## config.mk

```make
export PLATFORM = sky130hd
export DESIGN_NAME = imem_debug_loader
export DESIGN_NICKNAME = d
export VERILOG_FILES = /design/src/rtl/imem_debug_loader.sv
export SDC_FILE = /design/constraint.sdc
export NUM_CORES = 1
export LEC_CHECK = 0
export ABC_AREA = 1
export BUFFER_PORTS_ARGS = -buffer_cell sky130_fd_sc_hd__buf_2
export CAP_MARGIN = 40
export CORE_ASPECT_RATIO = 1.5
export CORE_MARGIN = 2
export CORE_UTILIZATION = 54
export DETAILED_ROUTE_END_ITERATION = 16
export PLACE_DENSITY = 0.81
export SYNTH_ARGS = -nofsm -noshare
export SYNTH_HDL_FRONTEND = slang
export SYNTH_SLANG_ARGS = --single-unit
export TNS_END_PERCENT = 50
```

## constraint.sdc

```tcl
create_clock -name clk -period 3.15 [get_ports clk]
set_clock_uncertainty 0.15 [all_clocks]
set_input_delay 0.1575 -clock clk [delete_from_list [all_inputs] [get_ports clk]]
set_output_delay 0.1575 -clock clk [all_outputs]
set_load 0.01 [all_outputs]
```

## src/rtl/imem_debug_loader.sv

```systemverilog
// Byte-stream loader for the instruction RAM debug port: packs host bytes into words and writes them.
// Optional readback verification is enabled by defining IMEM_LOADER_VERIFY_EN.
module imem_debug_loader #(
    parameter int unsigned CNT_W         = 16,
    parameter int unsigned HOLD_ON_ERROR = 1
) (
    input  logic             clk,
    input  logic             rst_n,
    input  logic             start,
    input  logic [31:0]      base_addr,
    input  logic [CNT_W-1:0] word_count,
    input  logic             in_valid,
    input  logic [7:0]       in_data,
    output logic             in_ready,
    output logic [31:0]      dbg_addr,
    output logic [31:0]      dbg_wdata,
    output logic [3:0]       dbg_we,
    input  logic [31:0]      dbg_rdata,
    output logic             busy,
    output logic             done,
    output logic             error,
    output logic [31:0]      err_addr,
    output logic [CNT_W-1:0] words_written,
    output logic             cpu_hold
);

    typedef enum logic [2:0] {
        IDLE,
        COLLECT,
        WRITE,
        DONE
`ifdef IMEM_LOADER_VERIFY_EN
        ,
        READ,
        CMP,
        ERROR
`endif
    } state_t;

    state_t           state_q, state_d;
    logic [31:0]      base_q;
    logic [CNT_W-1:0] cnt_q;
    logic [1:0]       byte_cnt_q;
    logic [31:0]      word_q, word_c;
    logic             start_ok_c, beat_c, busy_d, hold_d;

    // Next-state decode; the incoming byte is merged into word_c so WRITE sees the full word.
    always_comb begin
        state_d    = state_q;
        start_ok_c = 1'b0;
        beat_c     = 1'b0;
        word_c     = word_q;
        case (state_q)
            IDLE, DONE: begin
                if (start) begin
                    start_ok_c = 1'b1;
                    state_d    = (word_count == '0) ? DONE : COLLECT;
                end
            end
`ifdef IMEM_LOADER_VERIFY_EN
            ERROR: begin
                if (start) begin
                    start_ok_c = 1'b1;
                    state_d    = (word_count == '0) ? DONE : COLLECT;
                end
            end
            READ: state_d = CMP;
            CMP: begin
                if (dbg_rdata != dbg_wdata) begin
                    state_d = ERROR;
                end else begin
                    state_d = (words_written == cnt_q) ? DONE : COLLECT;
                end
            end
`endif
            COLLECT: begin
                if (in_valid && in_ready) begin
                    beat_c = 1'b1;
                    word_c[{byte_cnt_q, 3'b000} +: 8] = in_data;
                    if (byte_cnt_q == 2'd3) begin
                        state_d = WRITE;
                    end
                end
            end
            WRITE: begin
`ifdef IMEM_LOADER_VERIFY_EN
                state_d = READ;
`else
                state_d = (words_written + CNT_W'(1) == cnt_q) ? DONE : COLLECT;
`endif
            end
            default: state_d = IDLE;
        endcase
    end

    // Status flags decoded from the next state so they line up with the state register.
    always_comb begin
        busy_d = (state_d == COLLECT) || (state_d == WRITE);
`ifdef IMEM_LOADER_VERIFY_EN
        busy_d = busy_d || (state_d == READ) || (state_d == CMP);
`endif
        hold_d = busy_d;
`ifdef IMEM_LOADER_VERIFY_EN
        if ((state_d == ERROR) && (HOLD_ON_ERROR != 0)) begin
            hold_d = 1'b1;
        end
`endif
    end

    always_ff @(posedge clk or negedge rst_n) begin
        if (!rst_n) begin
            state_q       <= IDLE;
            base_q        <= '0;
            cnt_q         <= '0;
            byte_cnt_q    <= '0;
            word_q        <= '0;
            in_ready      <= 1'b0;
            dbg_addr      <= '0;
            dbg_wdata     <= '0;
            dbg_we        <= '0;
            busy          <= 1'b0;
            done          <= 1'b0;
            cpu_hold      <= 1'b0;
            words_written <= '0;
        end else begin
            state_q  <= state_d;
            in_ready <= (state_d == COLLECT);
            dbg_we   <= (state_d == WRITE) ? 4'b1111 : 4'b0000;
            busy     <= busy_d;
            done     <= (state_d == DONE);
            cpu_hold <= hold_d;
            word_q   <= word_c;
            if (start_ok_c) begin
                base_q        <= {base_addr[31:2], 2'b00};
                cnt_q         <= word_count;
                byte_cnt_q    <= '0;
                words_written <= '0;
            end
            if (beat_c) begin
                byte_cnt_q <= byte_cnt_q + 2'd1;
            end
            if (state_q == COLLECT && state_d == WRITE) begin
                dbg_addr  <= base_q + (32'(words_written) << 2);
                dbg_wdata <= word_c;
            end
            if (state_q == WRITE) begin
                words_written <= words_written + CNT_W'(1);
            end
        end
    end

`ifdef IMEM_LOADER_VERIFY_EN
    // Sticky error status; err_addr captures the word whose readback disagreed.
    always_ff @(posedge clk or negedge rst_n) begin
        if (!rst_n) begin
            error    <= 1'b0;
            err_addr <= '0;
        end else begin
            error <= (state_d == ERROR);
            if (start_ok_c) begin
                err_addr <= '0;
            end else if (state_q == CMP && state_d == ERROR) begin
                err_addr <= dbg_addr;
            end
        end
    end
`else
    logic unused_sig;
    assign unused_sig = ^{dbg_rdata, 1'(HOLD_ON_ERROR)};
    assign error      = 1'b0;
    assign err_addr   = '0;
`endif

endmodule

```

# Word level (Yosys, flattened, before mapping)
# Cells that the tools add are included.
[word_totals]
word_cells = 52
input_bits = 92
reg_bits = 170
output_inout_bits = 121
[op_classes]
n_shift = 2
mux = 18
eq_ne = 8
add_sub_neg = 4
reduce_logical = 8
[ops]
columns = ["cell", "count"]
rows = [
  ["two-way mux 32 bit", 2],
  ["adder 32 x 18 -> 32 bit", 1],
  ["bitwise mux 32 bit", 1],
  ["two-way mux 16 bit", 2],
  ["variable shift 8 x 7 -> 32 bit, first input constant", 1],
  ["indexed part select 8 x 7 -> 32 bit", 1],
  ["adder 16 x 1 -> 16 bit, second input constant", 1],
  ["equality test 16 bit", 1],
  ["logical NOT 16 bit", 1],
  ["equality test 3 x 2 -> 1 bit, second input constant", 4],
  ["two-way mux 3 bit", 3],
  ["case mux 3 bit (3 select lines)", 1],
  ["two-way mux 2 bit", 4],
  ["negation 5 -> 7 bit", 1],
  ["equality test 3 x 1 -> 1 bit, second input constant", 2],
  ["two-way mux 1 bit", 4],
  ["two-way mux 4 bit", 1],
  ["nonzero test 2 bit", 2],
  ["logical NOT 3 bit", 1],
  ["adder 2 x 1 -> 2 bit, second input constant", 1],
  ["equality test 2 bit, second input constant", 1],
  ["logical AND 1 bit", 2],
  ["OR reduction 2 bit", 1],
  ["logical OR 1 bit", 1],
]

# Depth between registers and ports, before layout
# Gate-level depths: netlist of the first run.
[logic_depth]
word_depth = 6
ltp_mapped = 16
depth_no_buf = 16

# Least setup slack after synthesis of the first run
# No wires, ideal clock.
[synth_timing]
path_kind = "reg2reg"
startpoint = "reg byte_cnt_q[0]"
endpoint = "reg dbg_wdata[17]"
setup_slack_ns = 0.953
arrival_ns = 1.981
required_ns = 2.934
synth_period_minus_slack_ns = 2.197
setup_time_ns = 0.066
n_path_buf = 1
path_stages_with_launch = 10
path_cell_list = "dfrtp_1 -> clkbuf_1 -> inv_1 -> ha_1 -> inv_2 -> nor3_2 -> nand2_1 -> o21ai_0 -> nand2_1 -> nand2_1"
[synth_between]
elab_cells_between_ends = 12
cone_classes = "add/sub: 1; eq/ne: 2; shift: 2; mux: 6; reduce/logical: 1"
[synth_rtl]
columns = ["item", "line", "text"]
rows = [
  ["start, declared", "43", "logic [1:0] byte_cnt_q;"],
  ["start signal, assigned", "140", "byte_cnt_q <= byte_cnt_q + 2'd1;"],
  ["negation 5 -> 7 bit *", "79", "word_c[{byte_cnt_q, 3'b000} +: 8] = in_data;"],
  ["indexed part select 8 x 7 -> 32 bit / variable shift 8 x 7 -> 32 bit (equally long branches)", "79", ""],
  ["bitwise mux 32 bit *", "79", ""],
  ["two-way mux 32 bit *", "77", "if (in_valid && in_ready) begin"],
  ["two-way mux 32 bit *", "53", "case (state_q)"],
  ["via word_c[17]", "44", "logic [31:0] word_q, word_c;"],
  ["end signal, assigned", "144", "dbg_wdata <= word_c;"],
  ["end, declared", "16", "output logic [31:0] dbg_wdata,"],
]
# The timed path passes the listed nets; every way through them passes the cells marked *.
# A chain may end at the register's enable or synchronous reset.

# Worst setup path in the final report of the first run
[layout_timing]
startpoint = "reg words_written[0]"
endpoint = "reg dbg_addr[28]"
[layout_between]
elab_chain_cells = 6
elab_cells_between_ends = 7
cone_classes = "add/sub: 2; eq/ne: 2; mux: 2; reduce/logical: 1"
[layout_rtl]
columns = ["item", "line", "text"]
rows = [
  ["start, declared", "23", "output logic [CNT_W-1:0] words_written,"],
  ["start signal, assigned", "147", "words_written <= words_written + CNT_W'(1);"],
  ["adder 16 x 1 -> 16 bit", "89", "state_d = (words_written + CNT_W'(1) == cnt_q) ? DONE : COLLECT;"],
  ["equality test 16 bit", "89", ""],
  ["two-way mux 2 bit", "89", ""],
  ["case mux 3 bit (3 select lines)", "53", ""],
  ["equality test 3 x 2 -> 1 bit", "142", "if (state_q == COLLECT && state_d == WRITE) begin"],
  ["logical AND 1 bit", "142", ""],
  ["end signal, assigned", "143", "dbg_addr <= base_q + (32'(words_written) << 2);"],
  ["end, declared", "15", "output logic [31:0] dbg_addr,"],
]
# Several ways; a longest one is shown, not always the timed one.

==> results.md, run 1 <==
Setup path:
- The startpoint-to-endpoint class of the critical path is reg2reg.
- Data arrives at the worst endpoint at 2790 ps.
- The worst setup path is captured at a flop.
- For the worst setup path, the data required time is 3320 ps.
- The peak fanout along the critical path is 6.
- The critical path launch point type is a flop.

Yosys:
- For this run, the number of Yosys warnings is 0.
- The commonest cells after synthesis are sky130_fd_sc_hd__nand2_1 (327), sky130_fd_sc_hd__dfrtp_1 (165), sky130_fd_sc_hd__inv_1 (94).
- In this run the mean area of a mapped cell was 8.17 µm².
- The mapped cell area is approximately 8700 µm².
- For this run, the leading register cell type out of synthesis is sky130_fd_sc_hd__dfrtp_1.
- The dominant cell type by area after synthesis is sky130_fd_sc_hd__dfrtp_1.
- The synthesized design contains 165 register bits.
- For this run, the register share of the synthesized area comes to 0.475.
- Synthesis instantiated 46 different standard cells from the library.
- Yosys instantiated no cell more often than sky130_fd_sc_hd__nand2_1.
- The number of enable-type register cells in the synthesized netlist is 0.
- In the post-synthesis netlist, the biggest area contributors are sky130_fd_sc_hd__dfrtp_1 (48%), sky130_fd_sc_hd__nand2_1 (14%), sky130_fd_sc_hd__inv_1 (4.1%).
- The share of flip-flops with an asynchronous set or reset is 1.00.
- Synthesis handed over a netlist of 1063 instances.
- The portion of synthesized cell area occupied by the leading cell type is 0.475.

Routing:
- The detailed-route wire length per cell is 16.0 µm.
- The initial detailed-routing violation count is 570.
- The post-detailed-routing wire length is 23600 µm.
- The total iterations of the first detailed-routing run is 5.
- The total via count after detailed routing is about 7900.
- After detailed routing, the number of remaining DRC violations is 0.
- The vias per cell is approximately 5.3.
- In this run the remaining antenna-violating nets after routing total 0.

CTS:
- The master cell of the clock root buffer is sky130_fd_sc_hd__clkbuf_16.
- Clock-pin slew was measured on the worst setup and hold paths at about 70 ps.
- Clock tree synthesis found a total of about 170 sinks.
- In this run, post-CTS hold repair placed 55 buffers.
- After clock tree synthesis, the repair step resized 0 gates.
- The number of setup buffers added after CTS is 0.
- In this run the deepest clock path goes through 2 buffers.
- TritonCTS built the clock tree.
- For the worst-skew pair, the clock arrives at the later sink with an insertion delay of approximately 430 ps.
- Buffers inserted during clock tree synthesis total 17.
- In this run the number of H-tree levels came out at 4.

Timing:
- The final count of pins violating max slew is 0.
- The minimum clock period after layout is 2620 ps.
- The total of endpoints with negative setup slack in the final report is 0.
- For this run, the top clock speed supported by timing is 381 MHz.
- The hold slack is ~57 ps.
- The max-slew headroom at the worst pin is 0.494.
- The final worst-path cycle share is 0.832.
- Summed over all failing endpoints, the final setup total negative slack is 0 ps.
- The final count of hold timing violations is 0.
- Setup repair after global routing left no endpoint under its margin.
- The worst-case setup margin in the final layout is 528 ps.
- For the pin with the worst max-slew slack, the measured transition is approximately 760 ps.

Place:
- The number of buffers added on ports is around 140.
- Once detailed placement completed, the half-perimeter wirelength came to 16700 µm.
- OpenSTA, run right after detailed placement, puts the worst setup slack at 571 ps.
- The area after detailed placement is roughly 9400 µm².
- The final weighted congestion of routability-driven global placement is roughly 0.99.

Power:
- The switching power share of the total is 0.368.
- The total power density per cell area is 672 nW/µm².
- The share of total power dissipated in combinational logic is 0.302.
- For this design the total switching power over the nets is 2.62 mW.
- The share of total power dissipated in the clock network is 0.284.
- For this design the static power due to leakage is roughly 5.6 nW.
- VDD sags by at most 0.400 mV.
- The sequential group share of total power is 0.414.
- The internal portion of the total power is between 4 and 5 mW.

Die:
- The standard-cell row count is 56.
- The floorplan die height is roughly 160 µm.
- The placeable core area is between 15000 and 20000 µm².
- For this configuration, the core starts out at a cell density of 0.553.
- The die covers 17100 µm².
- Measured along the x axis, the die boundary spans 108 µm.
- The number of I/O pins is 213.

Global route:
- In the global route stage, overall resource usage came out at 0.282.
- The number of antenna violations at the first check in global routing is 1.
- The number of global-route vias before repair is 7840.
- The first-pass GRT wire length is 37900 µm.
- The global route total overflow is 0.
- The maximum number of pins on one net before global-route repair is 84.

Final layout:
- The end-of-flow core utilization is 0.674.
- The count of nets after finishing is between 1000 and 1500.
- The area growth from synthesis to layout is 21.9%.
- The finished cells cover 10600 µm².
- The share of layout cells above drive strength 1 is 0.183.

Job:
- The max-cap violation count is 0.

Min path:
- The type of the most critical hold path is in2reg.

Outcome:
- The flow ran to the end, and the final reports show no timing, DRC or antenna violations.
==> layout make-up <==
| type | count | area, µm² |
|---|---|---|
| Multi-Input combinational cell | 769 | 3900 |
| Inverter | 98 | 368 |
| Fill cell | 1279 | 5110 |
| Clock buffer | 19 | 453 |
| Clock inverter | 13 | 134 |
| Antenna cell | 1 | 2.50 |
| Timing Repair Buffer | 206 | 1350 |
| Sequential cell | 165 | 4130 |
| Tap cell | 203 | 254 |
==> cell families (layout without fill, tap and decap cells) <==
logic type | Yosys count | in the layout | synth area share
compound gates | 141 | 141 | 0.0912
xor+xnor | 15 | 15 | 0.0160
fa+ha+maj | 24 | 24 | 0.0354
buf+inv | 164 | 336 | 0.0912
flops | 165 | 165 | 0.475
mux | 21 | 21 | 0.0272
other cells | 1 | 37 | 0.000432
simple gates | 532 | 532 | 0.263
==> state kept, by name, indices dropped and copies added, names as in the netlist, 2 cells and up <==
signal,cells
cnt_q,16
base_q,30
word_q,32
dbg_addr,30
byte_cnt_q,2
words_written,16
state_q,3
dbg_wdata,32
==> metrics by stage <==
stage / instances / total power [mW]
floorplan: 1098 / 4.37
global placement: 1386 / 4.96
detailed placement: 1386 / 5.03
CTS: 1473 / 7.12
global route: 1474 / 7.55
finish: 1474 / 7.11
==> per-layer routing <==
| metal | up-vias | track usage | part of all wire |
|---|---|---|---|
| met5 | - | 0 | 0 |
| met4 | 0 | 0.143 | 0.046 |
| met3 | 72 | 0.0503 | 0.051 |
| met2 | 299 | 0.514 | 0.54 |
| met1 | 3724 | 0.307 | 0.37 |
| li1 | 3775 | - | - |
==> worst paths after layout <==
path,from,to,cells after the start,slack (ps)
max in group asynchronous,rst_n,cnt_q[8],3,1700
min,start,state_q[1],4,60
max reg2reg,words_written[0],dbg_addr[28],15,530
min reg2reg,dbg_wdata[18],dbg_wdata[18],2,320
min in group asynchronous,rst_n,dbg_wdata[28],2,190
max,words_written[0],dbg_addr[28],15,530
==> power groups by stage <==
stage          clock, mW  combinational [mW]  sequential, mW
6_report            2.02                2.15            2.94
5_1_grt             2.14                2.42            3.00
4_1_cts             2.05                2.13            2.93
3_5_place_dp           0                2.06            2.97
3_3_place_gp           0                2.02            2.94
2_1_floorplan          0                1.44            2.93
==> worst max-delay path, cell delays in order (launching register included) <==
cell	delay, ps
sky130_fd_sc_hd__dfrtp_1	460
sky130_fd_sc_hd__ha_1	210
sky130_fd_sc_hd__inv_1	60
sky130_fd_sc_hd__fa_1	460
sky130_fd_sc_hd__inv_1	90
sky130_fd_sc_hd__nand3_1	60
sky130_fd_sc_hd__nand2_1	140
sky130_fd_sc_hd__a21oi_1	140
sky130_fd_sc_hd__inv_1	110
sky130_fd_sc_hd__nand2_1	50
sky130_fd_sc_hd__nand2_1	150
sky130_fd_sc_hd__nand3_1	150
sky130_fd_sc_hd__nand3_1	100
sky130_fd_sc_hd__nand2_1	60
sky130_fd_sc_hd__nand2_1	50
sky130_fd_sc_hd__nand2_1	50
==> layout by cell type, fill, tap and decap left out, drive strengths merged, types with 36 or more instances in the layout <==
cell type / instances
nand3: 56
conb: 36
a21oi: 39
nor2: 97
buf: 151
dfrtp: 165
inv: 106
dlygate4sd3: 55
o21ai: 56
nand2: 331
Note: power is estimated with default switching activity, not from simulation.
==> run 2, diff against run 1 <==
--- a/config.mk
+++ b/config.mk
@@ -5,14 +5,14 @@
 export SDC_FILE = /design/constraint.sdc
 export NUM_CORES = 1
 export LEC_CHECK = 0
-export ABC_AREA = 1
+export ABC_AREA = 0
 export BUFFER_PORTS_ARGS = -buffer_cell sky130_fd_sc_hd__buf_2
 export CAP_MARGIN = 40
 export CORE_ASPECT_RATIO = 1.5
 export CORE_MARGIN = 2
-export CORE_UTILIZATION = 54
+export CORE_UTILIZATION = 48
 export DETAILED_ROUTE_END_ITERATION = 16
-export PLACE_DENSITY = 0.81
+export PLACE_DENSITY = 0.76
 export SYNTH_ARGS = -nofsm -noshare
 export SYNTH_HDL_FRONTEND = slang
 export SYNTH_SLANG_ARGS = --single-unit
==> constraint.sdc (replaced) <==
create_clock -name clk -period 2.2 [get_ports clk]
set_clock_uncertainty 0.15 [all_clocks]
set_input_delay 0.11 -clock clk [delete_from_list [all_inputs] [get_ports clk]]
set_output_delay 0.11 -clock clk [all_outputs]
set_load 0.01 [all_outputs]
==> run 2 against run 1 <==
Against the previous run: the flow now finishes with violations (setup timing); clock power grew 46%; area after synthesis down 4.0%; combinational power decreased by 30%; routed wire length is 1.8% lower; cell count decreased by 9.6%; power up 12%; utilization up 1.1 points; global-route usage fell by 3.7 points; sequential cell count unchanged; critical path type unchanged; largest cell class is now multi-input combinational cells.
==> results.md, run 2 <==
Yosys:
- The share of cell area taken by muxes after synthesis was 0.108 (was 0.0272).
- The register bit total from synthesis is 165 (unchanged).
- The sequential cell area fraction in the yosys report is 0.495 (was 0.475).
- Cell types with the highest counts after synthesis: sky130_fd_sc_hd__dfrtp_1 (165), sky130_fd_sc_hd__nand2_1 (138), sky130_fd_sc_hd__mux2_2 (78) (was sky130_fd_sc_hd__nand2_1 (327), sky130_fd_sc_hd__dfrtp_1 (165), sky130_fd_sc_hd__inv_1 (94)).
- The dominant cell type by area after synthesis is sky130_fd_sc_hd__dfrtp_1 (unchanged).
- The number of enable-type register cells in the synthesized netlist is 0 (unchanged).
- The average cell area after synthesis is 10.5 µm² (was 8.17 µm²).
- The mapped cell area is 8340 µm² (was 8680 µm²).
- The portion of synthesized cell area occupied by the leading cell type is 0.495 (was 0.475).
- The arithmetic-cell share of the synthesized area counting full adders, half adders and majority gates is 0.0369 (was 0.0354).
- The instance count of the mapped netlist is 795 (was 1063).
- Top area cells in the synthesized netlist: sky130_fd_sc_hd__dfrtp_1 (50%), sky130_fd_sc_hd__mux2_2 (11%), sky130_fd_sc_hd__nand2_1 (6.2%) (was sky130_fd_sc_hd__dfrtp_1 (48%), sky130_fd_sc_hd__nand2_1 (14%), sky130_fd_sc_hd__inv_1 (4.1%)).
- The share of flip-flops with an asynchronous set or reset is 1.00 (unchanged).
- The area share of and/or/nand/nor cells after synthesis is 0.139 (was 0.263).
- The dominant combinational cell family by area after synthesis was simple AND/OR/NAND/NOR gates (unchanged).
- The most numerous cell in the Yosys netlist is sky130_fd_sc_hd__dfrtp_1 (was sky130_fd_sc_hd__nand2_1).
- The predominant post-synthesis flop cell was sky130_fd_sc_hd__dfrtp_1 (unchanged).
- The count of distinct cell types in the synthesized netlist came to 67 (was 46).
- The post-synthesis xor/xnor area fraction is 0.0458 (was 0.0160).
- The number of warning messages in the yosys log came to 0 (unchanged).
- The compound-cell area share of the yosys netlist came to 0.119 (was 0.0912).

CTS:
- The clock insertion delay at the later pin of the skew report is 420 ps (was 430 ps).
- The clock tree from TritonCTS is built (unchanged).
- The CTS sink count is 165 (unchanged).
- The master cell of the clock root buffer is sky130_fd_sc_hd__clkbuf_16 (unchanged).
- The clock buffer count from CTS is 17 (unchanged).
- The clock transition at the registers of the reported paths came to 70 ps (about the same).
- The deepest level of the CTS H-tree is 4 (unchanged).
- The worst-case clock buffer depth is 2 (unchanged).

Power:
- The total power consumption of the routed design is 7.98 mW (was 7.11 mW).
- The leakage power of the design is 5.63 nW (was 5.64 nW).
- The total power density per cell area came to 677 nW/µm² (was 672 nW/µm²).
- The largest voltage drop on the vdd net is 0.549 mV (was 0.400 mV).

Timing:
- The worst-case setup margin in the final layout is -424 ps (was 528 ps).
- The minimum clock period after layout is 2620 ps (about the same).
- The final total negative setup slack is -5730 ps (was 0 ps).
- The max-slew headroom at the worst pin was 0.622 (was 0.494).
- The pin slew with the least headroom to its limit is 567 ps (was 759 ps).
- The final count of pins violating max slew was 0 (unchanged).
- Unrepaired setup endpoints after global routing: true (was false).
- The final worst-path cycle share is 1.19 (was 0.832).
- The total of endpoints with negative setup slack in the final report is 24 (was 0).
- The hold slack was 45.9 ps (was 56.9 ps).
- The highest clock rate is 381 MHz (about the same).
- The final count of hold timing violations was 0 (unchanged).

Routing:
- The total iterations of the first detailed-routing run is 4 (was 5).
- The post-detailed-routing wire length is 23200 µm (was 23600 µm).
- The remaining design rule violation count is 0 (unchanged).
- The initial detailed-routing violation count came to 619 (was 570).
- The number of nets still failing antenna checks after routing is 0 (unchanged).
- The vias per cell was 5.45 (was 5.34).
- The total via count after detailed routing was 7261 (was 7870).
- The detailed-route wire length per cell is 17.4 µm (was 16.0 µm).

Place:
- The number of buffers added on ports is 143 (unchanged).
- The final weighted congestion of routability-driven global placement was 0.907 (was 0.985).
- The cell count after placement is 1221 (was 1386).
- The area after detailed placement is 10000 µm² (was 9440 µm²).
- The estimated wirelength of the detail-placed design is 15400 µm (was 16700 µm).
- The worst slack at placement is -431 ps (was 571 ps).

Min path:
- The type of the most critical hold path was in2async (was in2reg).

Setup path:
- Cell chain of the critical path: ha_4 > inv_2 > fa_2 > nor2b_4 > o2111ai_4 > a2111oi_4 > buf_4 > o221a_4 > buf_12 > a21oi_4 > xor2_1 > o21ai_1 (was ha_1 > inv_1 > fa_1 > inv_1 > nand3_1 > nand2_1 > a21oi_1 > inv_1 > nand2_1 > nand2_1 > nand3_1 > nand3_1 > nand2_1 > nand2_1 > nand2_1).
- The critical path required time is 2390 ps (was 3320 ps).
- The minimum setup slack among reg-to-reg paths was -420 ps (was 530 ps).
- The number of buffer and inverter instances along the worst setup path is 3 (unchanged).
- The peak fanout along the critical path came to 4 (was 6).
- The slowest library cell on the worst path is sky130_fd_sc_hd__dfrtp_2 (was sky130_fd_sc_hd__dfrtp_1).
- The arrival time of data at the critical path endpoint is 2820 ps (was 2790 ps).
- The critical path endpoint category was a flop (unchanged).
- The startpoint-to-endpoint class of the critical path is reg2reg (unchanged).
- The cell family contributing the most delay on the critical path was compound AO/OA/AOI/OAI gates (was simple AND/OR/NAND/NOR gates).
- The critical path launch point type is a flop (unchanged).
- The largest stage delay on the critical path is 390 ps (was 460 ps).

Global route:
- The first-pass GRT wire length came to 36000 µm (was 37900 µm).
- The number of global-route vias before repair is 7197 (was 7840).
- The maximum number of pins on one net before global-route repair came to 62 (was 84).
- The global route total overflow is 0 (unchanged).
- The total global-route track usage came to 0.245 (was 0.282).
- The number of antenna violations at the first check in global routing is 0 (was 1).

Die:
- The initial core utilization came to 0.485 (was 0.553).
- The standard-cell row count is 59 (was 56).
- The placeable core area is 17200 µm² (was 15700 µm²).
- The area of the die was 18500 µm² (was 17100 µm²).
- The floorplan die height is 165 µm (was 159 µm).
- The x dimension of the die came to 112 µm (was 108 µm).
- The number of I/O pins is 213 (unchanged).

Final layout:
- Most frequent cells in the layout: sky130_fd_sc_hd__dfrtp_1 (159), sky130_fd_sc_hd__buf_2 (142), sky130_fd_sc_hd__nand2_1 (131) (was sky130_fd_sc_hd__nand2_1 (326), sky130_fd_sc_hd__dfrtp_1 (165), sky130_fd_sc_hd__buf_2 (142)).
- The area growth from synthesis to layout is 41.3% (was 21.9%).
- The share of layout cells above drive strength 1 is 0.413 (was 0.183).
- The most common library cell in the layout ignoring fill and taps is sky130_fd_sc_hd__dfrtp_1 (was sky130_fd_sc_hd__nand2_1).
- The count of nets after finishing is 1222 (was 1373).
- Top flop regs: dbg_wdata x32, word_q x32 (unchanged).
- The final cell count without fillers is 1332 (was 1474).
- The post-layout instance area was 11800 µm² (was 10600 µm²).
- The end-of-flow core utilization came to 0.685 (was 0.674).
- The antenna diode count was 0 (was 1).

Job:
- The max-cap violation count is 0 (unchanged).

Outcome:
- The checks that failed: setup timing.
- Run status: complete, but fails checks (was completed).
## run 2: changes by cell type after synthesis, sizes merged, moves of 7 or more
cell / change
and3: +8
o21ai: +22
or3: +7
nor2: -76
clkbuf: +8
nand4: -11
mux2: +57
o22ai: -7
a31oi: -13
nand2: -193
inv: -85
xnor2: +22
nand3: -42
a21oi: -7
## run 2: worst paths after layout
check / cells after the start / to / startpoint
min reg2reg: 2 / dbg_addr[3] / dbg_addr[3]
max reg2reg: 12 / dbg_addr[16] / words_written[0]
max in group asynchronous: 3 / byte_cnt_q[0] / rst_n
min in group clk: 5 / state_q[1] / start
min: 2 / dbg_wdata[15] / rst_n
max: 12 / dbg_addr[16] / words_written[0]
## run 2: what timing repair did
| item | CTS | global route |
|---|---|---|
| setup buffers | 14 | 9 |
| resized for setup | 38 | 43 |
| setup endpoints to repair | 25 | 62 |
| hold endpoints to repair | 244 | 0 |
| pin swaps | 36 | 24 |
| hold buffers | 57 | 0 |
| gates cloned | 0 | 0 |
## run 2: area by class of cell
class                   instances  area (µm²)
repair buffers                325        2350
multi-input cells             584        4390
fillers                      1208        5420
flip-flops and latches        165        4140
inverters                      13        51.3
well taps                     213         267
clock inverters                15         159
clock buffers                  17         425
## run 2: kinds of logic (layout without fill, tap and decap cells)
kind of cell,after synthesis,in the layout
compound gates,162,162
simple gates,240,240
fa+ha+maj,24,24
buf+inv,81,370
flops,165,165
other cells,1,36
xor+xnor,42,42
mux,80,80
## run 2: per-layer routing
metal	up-vias	global-route usage	wire length (µm)
met5	-	0	0
met4	0	0.138	1150
met3	73	0.0391	1070
met2	289	0.442	12200
met1	3519	0.276	8750
li1	3380	-	-
## run 2: where the power goes
part           internal, mW  total [mW]  switching [mW]
clock network          1.61        2.95            1.34
logic                 0.791        1.51           0.721
registers              3.29        3.52           0.231
